[config.mk]
export PLATFORM = sky130hd
export DESIGN_NAME = serial_addsub
export DESIGN_NICKNAME = d
export VERILOG_FILES = /design/src/rtl/serial_addsub.sv
export SDC_FILE = /design/constraint.sdc
export NUM_CORES = 1
export LEC_CHECK = 0
export BUFFER_PORTS_ARGS = -buffer_cell sky130_fd_sc_hd__buf_2
export CAP_MARGIN = 20
export CORE_MARGIN = 5
export CORE_UTILIZATION = 25
export CTS_BUF_LIST = sky130_fd_sc_hd__clkbuf_4
export CTS_CLUSTER_SIZE = 30
export DETAILED_ROUTE_END_ITERATION = 12
export GPL_TIMING_DRIVEN = 0
export HOLD_SLACK_MARGIN = 0.1
export PLACE_DENSITY = 0.49
export SYNTH_ARGS = -nofsm -noshare
export SYNTH_HDL_FRONTEND = slang
export SYNTH_SLANG_ARGS = --single-unit
[constraint.sdc]
create_clock -name iClk -period 10.2 [get_ports iClk]
set_input_delay 0 -clock iClk [delete_from_list [all_inputs] [get_ports iClk]]
set_output_delay 0 -clock iClk [all_outputs]
set_load 0.01 [all_outputs]
[src/rtl/serial_addsub.sv]
// Serial add/subtract unit. Processes SLICE bits of the operands per clock,
// LSB slice first, with the inter-slice carry/borrow held in a register.
// Result and flags are published together on the final slice and held
// until the next operation finishes.
module serial_addsub #(
    parameter int DATASIZE = 8,
    parameter int SLICE    = 2
) (
    input  logic                iClk,
    input  logic                iRstN,
    input  logic                iStart,
    input  logic                iSub,
    input  logic [DATASIZE-1:0] iJ,
    input  logic [DATASIZE-1:0] iK,
    input  logic                iCB,
    output logic                oBusy,
    output logic                oDone,
    output logic [DATASIZE-1:0] oD,
    output logic                oCB,
    output logic                oZ,
    output logic                oS,
    output logic                oP,
    output logic                oAC,
    output logic                oV
);

    localparam int N        = DATASIZE / SLICE;
    localparam int CNT_W    = (N > 1) ? $clog2(N) : 1;
    localparam int IDX_W    = $clog2(DATASIZE);
    localparam int AC_BIT   = DATASIZE / 2 - 1;
    localparam int AC_SLICE = AC_BIT / SLICE;
    localparam int AC_POS   = AC_BIT % SLICE;

    localparam logic [CNT_W-1:0] LAST_CNT = CNT_W'(N - 1);
    localparam logic [CNT_W-1:0] AC_CNT   = CNT_W'(AC_SLICE);

    typedef enum logic {IDLE, RUN} state_t;

    state_t              state_q;
    logic [CNT_W-1:0]    cnt_q;
    logic                cb_q;
    logic                ac_q;

    // Operands and partial result: captured/updated only under control
    // qualification, so they carry no reset.
    logic [DATASIZE-1:0] j_q;
    logic [DATASIZE-1:0] k_q;
    logic                sub_q;
    logic [DATASIZE-1:0] res_q;

    logic [IDX_W-1:0]    base;
    logic [SLICE-1:0]    j_sl;
    logic [SLICE-1:0]    k_sl;
    logic [SLICE-1:0]    d_sl;
    logic [SLICE:0]      c_chain;
    logic [DATASIZE-1:0] final_d;
    logic                ac_now;
    logic                v_now;

    // Carry (add) or borrow (subtract) out of one bit position.
    function automatic logic f_carry(input logic sub, input logic j,
                                     input logic k, input logic c);
        if (sub)
            return (~j & k) | (~(j ^ k) & c);
        else
            return (j & k) | ((j ^ k) & c);
    endfunction

    // Signed overflow from the operand and result sign bits.
    function automatic logic f_overflow(input logic sub, input logic jm,
                                        input logic km, input logic dm);
        if (sub)
            return (jm != km) && (dm != jm);
        else
            return (jm == km) && (dm != jm);
    endfunction

    function automatic logic f_zero(input logic [DATASIZE-1:0] d);
        return (d == '0);
    endfunction

    function automatic logic f_parity_even(input logic [DATASIZE-1:0] d);
        return ~(^d);
    endfunction

    // Bit offset of the slice being processed this cycle.
    assign base = IDX_W'(cnt_q) * IDX_W'(SLICE);

    // Ripple through the current slice starting from the registered carry.
    always_comb begin
        j_sl       = j_q[base +: SLICE];
        k_sl       = k_q[base +: SLICE];
        d_sl       = '0;
        c_chain    = '0;
        c_chain[0] = cb_q;
        for (int i = 0; i < SLICE; i++) begin
            d_sl[i]      = j_sl[i] ^ k_sl[i] ^ c_chain[i];
            c_chain[i+1] = f_carry(sub_q, j_sl[i], k_sl[i], c_chain[i]);
        end
    end

    // Full result as it will look once the current slice is merged in;
    // the aux carry bypasses its register when it is produced this cycle.
    always_comb begin
        final_d              = res_q;
        final_d[base +: SLICE] = d_sl;
        ac_now               = (cnt_q == AC_CNT) ? c_chain[AC_POS+1] : ac_q;
        v_now                = f_overflow(sub_q, j_q[DATASIZE-1], k_q[DATASIZE-1],
                                          final_d[DATASIZE-1]);
    end

    assign oBusy = (state_q == RUN);

    // Sequencer: start acceptance, slice counting, and result publication.
    always_ff @(posedge iClk or negedge iRstN) begin
        if (!iRstN) begin
            state_q <= IDLE;
            cnt_q   <= '0;
            cb_q    <= 1'b0;
            ac_q    <= 1'b0;
            oDone   <= 1'b0;
            oD      <= '0;
            oCB     <= 1'b0;
            oZ      <= 1'b0;
            oS      <= 1'b0;
            oP      <= 1'b0;
            oAC     <= 1'b0;
            oV      <= 1'b0;
        end else begin
            oDone <= 1'b0;
            case (state_q)
                IDLE: begin
                    if (iStart) begin
                        state_q <= RUN;
                        cnt_q   <= '0;
                        cb_q    <= iCB;
                    end
                end
                RUN: begin
                    cb_q <= c_chain[SLICE];
                    if (cnt_q == AC_CNT)
                        ac_q <= c_chain[AC_POS+1];
                    if (cnt_q == LAST_CNT) begin
                        state_q <= IDLE;
                        cnt_q   <= '0;
                        oDone   <= 1'b1;
                        oD      <= final_d;
                        oCB     <= c_chain[SLICE];
                        oZ      <= f_zero(final_d);
                        oS      <= final_d[DATASIZE-1];
                        oP      <= f_parity_even(final_d);
                        oAC     <= ac_now;
                        oV      <= v_now;
                    end else begin
                        cnt_q <= cnt_q + 1'b1;
                    end
                end
                default: state_q <= IDLE;
            endcase
        end
    end

    // Operand capture on start and per-slice accumulation of the result.
    always_ff @(posedge iClk) begin
        if (state_q == IDLE && iStart) begin
            j_q   <= iJ;
            k_q   <= iK;
            sub_q <= iSub;
        end else if (state_q == RUN) begin
            res_q[base +: SLICE] <= d_sl;
        end
    end

endmodule

[Word-level counts from Yosys, hierarchy flattened]
Index checks and enable logic that the tools add are counted.
Storage, ports and cells
  output and inout bits: 16
  logic and storage cells: 73
  bits of input ports: 21
  register bits after elaboration: 45
Operators by class
  add/sub/neg operators: 2
  shifts and indexed selects: 4
  bitwise operators: 23
  mux-type cells: 15
  reductions and logical operators: 7
  eq/ne operators: 6
Operators with widths (number)
  $shiftx 8x4->2: 2
  $mux 1: 9
  $and 1x1->1: 8
  $bwmux 8: 1
  $logic_not 8->1: 1
  $reduce_xor 8->1: 1
  $shift 2x5->8 const A: 1
  $shiftx 2x5->8: 1
  $not 1->1: 7
  $neg 3->5: 1
  $mux 2: 2
  $or 1x1->1: 4
  $pmux 1 s2: 2
  $pmux 2 s2: 1
  $reduce_and 2->1: 2
  $xor 1x1->1: 4
  $logic_and 1x1->1: 3
  $add 2x1->2 const B: 1
  $eq 2x1->1 const B: 1
  $eq 2x2->1 const B: 1
  $ne 1x1->1: 2
  $ne 2x2->1 const B: 1
  $eq 1x1->1: 1

[Longest topological paths before layout]
Gate-level depths: netlist of the first run.
  depth after elaboration: 12
  depth in mapped cells: 13
  depth with buffers taken out: 12

[Worst setup path before layout of the first run]
Ideal clock, no wire load.
  kind: register to register
  start: reg cnt_q[0]
  end: reg oP
  data required time: 10123 ps
  cell stages (with the launch flop): 13
  setup time: 77 ps
  data arrival time: 3508 ps
  buffers on the path: 1
  path slack: 6616 ps
  period minus slack after synthesis: 3584 ps
  cell sequence: dfrtp_1 -> buf_6 -> mux4_1 -> fa_1 -> mux2_2 -> fa_1 -> nor2_1 -> a31oi_1 -> ha_1 -> xor2_1 -> xnor2_1 -> xnor3_1 -> o21ai_1
On the way
  longest elaborated chain between the ends: 11
  elaborated cells on any way between the ends: 23
  those cells by class: add/sub: 1; eq/ne: 1; shift: 4; mux: 2; bitwise: 13; reduce/logical: 2
Ends and longest elaborated chain
  start, declared: line 40  | logic [CNT_W-1:0] cnt_q;
  start signal, assigned: line 155  | cnt_q <= cnt_q + 1'b1;
  $shiftx 8x4->2 (on tied branches): line 91, 92
  $xor 1x1->1: line 64, 66, 97
  $not 1->1: line 64  | return (~j & k) | (~(j ^ k) & c);
  $and 1x1->1: line 64
  $or 1x1->1: line 64
  $mux 1: line 63  | if (sub)
  $xor 1x1->1: line 97  | d_sl[i] = j_sl[i] ^ k_sl[i] ^ c_chain[i];
  $shiftx 2x5->8: line 106  | final_d[base +: SLICE] = d_sl;
  $bwmux 8: line 106
  $reduce_xor 8->1: line 83  | return ~(^d);
  $not 1->1: line 83
  end signal, assigned: line 151  | oP <= f_parity_even(final_d);
  end, declared: line 22  | output logic oP,
Several ways; a longest one is shown, not always the timed one.
A chain may end at the register's enable or synchronous reset.

[Worst setup path after layout of the first run]
Same ends and word-level chain as after synthesis.

==> results of run 1 <==
sequential cells by signal (all words and copies together) (netlist names):
signal	cells
oZ	1
j_q	8
res_q	8
oDone	1
oV	1
oP	1
k_q	8
oCB	1
ac_q	1
cb_q	1
oD	8
sub_q	1
oAC	1
oBusy	1
cnt_q	2
layout make-up:
| type | instances | area (um^2) | share of cell area (%) |
|---|---|---|---|
| Buffer | 6 | 35.03 | 1.321 |
| Inverter | 13 | 48.80 | 1.840 |
| Tap cell | 105 | 131.4 | 4.955 |
| Clock inverter | 2 | 10.01 | 0.3775 |
| Sequential cell | 44 | 1226 | 46.25 |
| Clock buffer | 6 | 45.04 | 1.699 |
| Multi-Input combinational cell | 90 | 763.2 | 28.79 |
| Timing Repair Buffer | 57 | 391.6 | 14.77 |
synthesized netlist by cell type, types with 2 or more instances:
master	count
a21oi_1	2
a31oi_1	5
a41oi_1	2
clkbuf_1	3
dfrtp_1	19
edfxtp_1	25
fa_1	4
ha_1	9
inv_1	12
mux2i_1	2
mux4_1	4
nand2_1	16
nand2b_1	2
nor2_1	3
nor2b_1	12
o21ai_0	12
o21ai_1	2
xor2_1	2
routing by layer:
metal / vias to the layer above / GRT usage [%] / share of wire (%)
li1: 666 / - / -
met3: 4 / 2.353 / 5.3
met1: 643 / 10.98 / 44
met2: 32 / 15.24 / 50
met5: - / 0 / 0
met4: 0 / 2.352 / 0.64
report_power, final:
part	total [uW]	internal, uW	switching [uW]	leakage [uW]
clock	85.6	29.3	56.3	0.0000336
combinational	405	180	225	0.000657
sequential	293	262	30.7	0.000479
total	783	471	312	0.00117
worst register-to-register path, delay by kind of cell (launching register included):
family                     cells  cell delay (ps)
adders and majority gates      3             1250
muxes                          2              920
xor gates and xnor gates       3              570
AOI/OAI and AO/OA              2              460
DFF                            1              450
buffers and inverters          1              170
and+or+nand+nor                1               90
how the worst min path moves through the flow:
stage               slack (ps)  startpoint       end
finish                     100       iRstN        oZ
global route               140       iRstN     oD[0]
CTS                        120       iRstN     oD[0]
detailed placement         -20       iRstN  cnt_q[1]
global placement           -10       iRstN  cnt_q[1]
floorplan                 -300       iRstN      ac_q
cell families (layout without fill, tap and decap cells):
| family | after synthesis | in the layout | synth area share, % |
|---|---|---|---|
| AOI/OAI and AO/OA | 28 | 28 | 8.993 |
| adders and majority gates | 13 | 13 | 9.294 |
| DFF | 44 | 44 | 59.14 |
| xor gates and xnor gates | 4 | 4 | 2.354 |
| buffers and inverters | 19 | 84 | 4.043 |
| muxes | 7 | 7 | 6.578 |
| and+or+nand+nor | 38 | 38 | 9.596 |
timing repair:
action,4_1_cts,5_1_grt
endpoints found under the hold margin,39,0
resized for setup,0,0
hold buffers,20,0
endpoints found under the setup margin,0,0
setup buffers,0,0
stage by stage:
stage                     hold slack, ps  utilization, %  total power, uW
final                              104.8           32.60            783.3
after global routing               141.0           32.60            858.4
after CTS                          119.5           32.60            799.7
after detailed placement          -23.73           29.46            707.2
after global placement            -11.61           29.32            700.4
after floorplan                   -295.6               -            590.0
==> impl_metrics.yaml, run 1 <==
run_status:
  outcome: "finished clean"
clock_network:
  htreeDepth: 2
  root_buffer: "clkbuf_4"
  clock_latency_ps: 350
  numCtsBuffers: 5
  cts_sinks: 44
  cts_tree: "built"
  cts_buffer_depth: 2
  path_clk_slew_ps: 130
critical_path:
  crit_path_end: "oP"
  cp.required_ps: 10480
  cpPeakStageDelay_ps: 620
  startpoint_type: "register"
  crit_start: "cnt_q[0]"
  r2r-end: "oP"
  worst-r2r-setup-slack_ps: 6220
  crit_chain: "buf_6 -> mux4_1 -> fa_1 -> mux2_2 -> fa_1 -> nor2_1 -> a31oi_1 -> ha_1 -> xor2_1 -> xnor2_1 -> xnor3_1 -> o21ai_1"
  worstPathArrival_ps: 4260
  crit_fanout: 9
  path_common_cell: "fa_1"
  r2r_cells: 12
  crit_buf_inv: 1
  path_depth: 12
  worst_path_max_delay_cell: "mux4_1"
  cp-end-kind: "register"
  path_delay_family: "adder cells"
  r2r_start: "cnt_q[0]"
  critPathKind: "register to register"
finish:
  final_common_cell: "buf_2"
  syn2layout_area_growth_pct: 27.88
  mostFrequentLayoutCells: "37 x buf_2, 25 x edfxtp_1, 20 x dlygate4sd3_1"
  nNetsFinal: 251
  fillerInstances: 785
  num_antenna_cells: 0
  drive_gt1_share_pct: 24.31
  stdcell_count: 323
  final_cell_area_um2: 2651
global_route:
  grt_pass1_vias: 1469
  grt_usage_pct: 8.870
  antenna_found_initial: 0
  grt_overflow: 0
  grt_max_degree: 20
  grt_pass1_wl_mm: 7.182
synth:
  syn_area_per_cell_um2: 13.55
  yosys-top-cells-area: "edfxtp_1 36%, dfrtp_1 23%, ha_1 5.4%"
  yosys.area.top_type: "edfxtp_1"
  synth_top_area_share_pct: 36.21
  synth_seq_cells: 44
  synthesis.nets: 187
  synth_cells: 153
  ys_seq_area_share_pct: 59.14
  synthArstFlopShare_pct: 43.18
  synthDistinctLibCells: 35
  netlist_area_um2: 2073
  synth-edff-count: 25
  synthFlopType: "edfxtp_1"
  yosysWarnings: 0
route:
  wl_mm: 4.093
  via_per_inst: 4.164
  drtIter0Drc: 42
  ant_nets: 0
  wire_per_inst_um: 12.67
  drc_errors: 0
  dr.pass1.iters: 4
  via_count: 1345
power:
  power_density_nw_per_um2: 295.4
  ir_worst_vdd_uv: 83.95
  leakage_uw: 0.001170
timing:
  finalMaxSlewViolations: 0
  max_freq_mhz: 251.5
  setup_tns_ps: 0
  clock_skew_ps: 7.572
  setup_ws_ps: 6224
  grt_setup_unrepaired: "no"
  fin_crit_ps: 3976
  finalSetupViolCount: 0
  relSlewSlack_pct: 57.57
  period_share_pct: 38.98
  tightest_slew_ps: 635.1
  hold_viol: 0
placed_design:
  hpwl_mm: 3.059
  dpl-instance-area_um2: 2396
  pre_cts_slack_ps: 6203
  gp_congestion: 0.7078
  placed_cells: 295
  port_buffers: 36
die:
  die-area_um2: 10210
  core_area_um2: 8134
  rows: 33
  die-height_um: 101.1
  die_w_um: 101.1
  pin_count: 37
  start_util_pct: 25.49
run:
  max_cap_violations: 0
hold_path:
  hp-class: "input port to async pin"
(Power assumes the default switching activity.)
==> run 2: changes to the inputs <==
--- a/config.mk
+++ b/config.mk
@@ -14,7 +14,7 @@
 export DETAILED_ROUTE_END_ITERATION = 12
 export GPL_TIMING_DRIVEN = 0
 export HOLD_SLACK_MARGIN = 0.1
-export PLACE_DENSITY = 0.49
+export PLACE_DENSITY = 0.5
 export SYNTH_ARGS = -nofsm -noshare
 export SYNTH_HDL_FRONTEND = slang
 export SYNTH_SLANG_ARGS = --single-unit
==> constraint.sdc (replaced) <==
create_clock -name iClk -period 3.3 [get_ports iClk]
set_input_delay 0 -clock iClk [delete_from_list [all_inputs] [get_ports iClk]]
set_output_delay 0 -clock iClk [all_outputs]
set_load 0.01 [all_outputs]
==> impl_metrics.yaml, run 2 (synthesized netlist as in run 1, its figures left out) <==
global_route:
  grt_overflow: 0
  grt_pass1_wl_mm: 7.113
  grt_usage_pct: 8.904
  grt_max_degree: 20
  antenna_found_initial: 0
  grt_pass1_vias: 1478
clock_network:
  path_clk_slew_ps: 140
  cts_sinks: 44
  numCtsBuffers: 5
  clock_latency_ps: 350
  cts_tree: "built"
  htreeDepth: 2
  root_buffer: "clkbuf_4"
  cts_buffer_depth: 2
critical_path:
  crit_chain: "buf_6 -> mux4_2 -> fa_1 -> mux2_4 -> fa_2 -> nor2b_4 -> a31oi_4 -> ha_1 -> xor2_1 -> xnor2_1 -> xnor3_1 -> o21ai_1"
  critPathKind: "register to register"
  worstPathArrival_ps: 3880
  crit_buf_inv: 1
  worst_path_max_delay_cell: "fa_2"
  path_delay_family: "adder cells"
  cp.required_ps: 3590
  cp-end-kind: "register"
  startpoint_type: "register"
  cpPeakStageDelay_ps: 600
  crit_fanout: 3
power:
  ir_worst_vdd_uv: 290.3
  power_density_nw_per_um2: 996.6
  p_total_uw: 2768
  leakage_uw: 0.001207
die:
  die_w_um: 101.1
  die-height_um: 101.1
  start_util_pct: 25.49
  rows: 33
  pin_count: 37
  die-area_um2: 10210
  core_area_um2: 8134
run_status:
  violations: "setup timing"
  outcome: "finished with violations"
timing:
  hold_ws_ps: 113.4
  hold_viol: 0
  period_share_pct: 108.9
  tightest_slew_ps: 818.6
  max_freq_mhz: 278.3
  setup_ws_ps: -293.7
  relSlewSlack_pct: 45.18
  finalMaxSlewViolations: 0
  grt_setup_unrepaired: "yes"
  finalSetupViolCount: 1
  clock_skew_ps: 14.83
  fin_crit_ps: 3594
finish:
  mostFrequentLayoutCells: "37 x buf_2, 25 x edfxtp_1, 20 x dlygate4sd3_1"
  drive_gt1_share_pct: 31.53
  syn2layout_area_growth_pct: 33.98
  final_cell_area_um2: 2778
  final_common_cell: "buf_2"
  final_core_util_pct: 34.15
  num_antenna_cells: 0
  nNetsFinal: 255
placed_design:
  dpl-instance-area_um2: 2382
  hpwl_mm: 2.917
  port_buffers: 36
  gp_congestion: 0.6881
route:
  ant_nets: 0
  via_per_inst: 4.171
  dr.pass1.iters: 4
  drtIter0Drc: 50
  via_count: 1364
  wire_per_inst_um: 12.83
  wl_mm: 4.195
  drc_errors: 0
hold_path:
  hp-class: "input port to async pin"
run:
  max_cap_violations: 0
run 2: cell types whose count changed in the layout (fill, tap and decap cells not counted), moves of 2 or more:
cell	previous run	this run
a31oi_1	5	2
a31oi_4	1	3
buf_4	1	6
fa_1	4	2
fa_2	0	2
mux4_1	4	2
mux4_2	0	2
nor2b_1	12	10
run 2: path summary, 6_finish.rpt:
| path | startpoint | endpoint | slack, ps | cells after the start |
|---|---|---|---|---|
| max in group asynchronous | iRstN | ac_q | 2850 | 2 |
| min reg2reg | oD[6] | oD[6] | 490 | 2 |
| min in group iClk | iK[5] | k_q[5] | 340 | 2 |
| min | iRstN | oBusy | 110 | 2 |
| max reg2reg | cnt_q[0] | oP | -290 | 12 |
| max | cnt_q[0] | oP | -290 | 12 |
run 2: repair_timing:
action	in CTS	in global routing
resized for setup	9	4
setup buffers	4	1
setup endpoints to repair	2	2
hold buffers	20	0
pin swaps	6	7
hold endpoints to repair	39	0
run 2: final cells by class:
class / instances / area (um^2)
Fill cell: 800 / 5356
Sequential cell: 44 / 1226
Clock buffer: 5 / 37.54
Inverter: 13 / 48.80
Timing Repair Buffer: 61 / 417.9
Clock inverter: 3 / 42.54
Multi-Input combinational cell: 90 / 838.3
Tap cell: 105 / 131.4
Buffer: 6 / 35.03
run 2: worst register-to-register path, cell delays in order (launching register included):
cell	delay, ps
dfrtp_1	400
buf_6	130
mux4_2	540
fa_1	380
mux2_4	280
fa_2	600
nor2b_4	70
a31oi_4	170
ha_1	260
xor2_1	190
xnor2_1	140
xnor3_1	240
o21ai_1	140
run 2: per-layer routing:
metal | up-vias | track usage, % | share of wire, %
met3 | 6 | 2.907 | 5.4
met5 | - | 0 | 0
met2 | 31 | 14.84 | 50
met4 | 0 | 2.761 | 1.2
met1 | 650 | 10.91 | 43
li1 | 677 | - | -
run 2: metrics by stage:
stage	worst slack (ps)	instances	setup TNS [ps]
4_1_cts	-357.5	326	-439.6
6_report	-293.7	327	-293.7
2_1_floorplan	-184.8	153	-184.8
3_3_place_gp	-516.4	294	-631.2
5_1_grt	-475.1	327	-546.4
3_5_place_dp	-558.9	294	-718.8
run 2: power breakdown:
group | total, uW | internal, uW | switching [uW]
combinational | 1520 | 694 | 830
sequential | 904 | 811 | 93.1
clock | 340 | 158 | 182
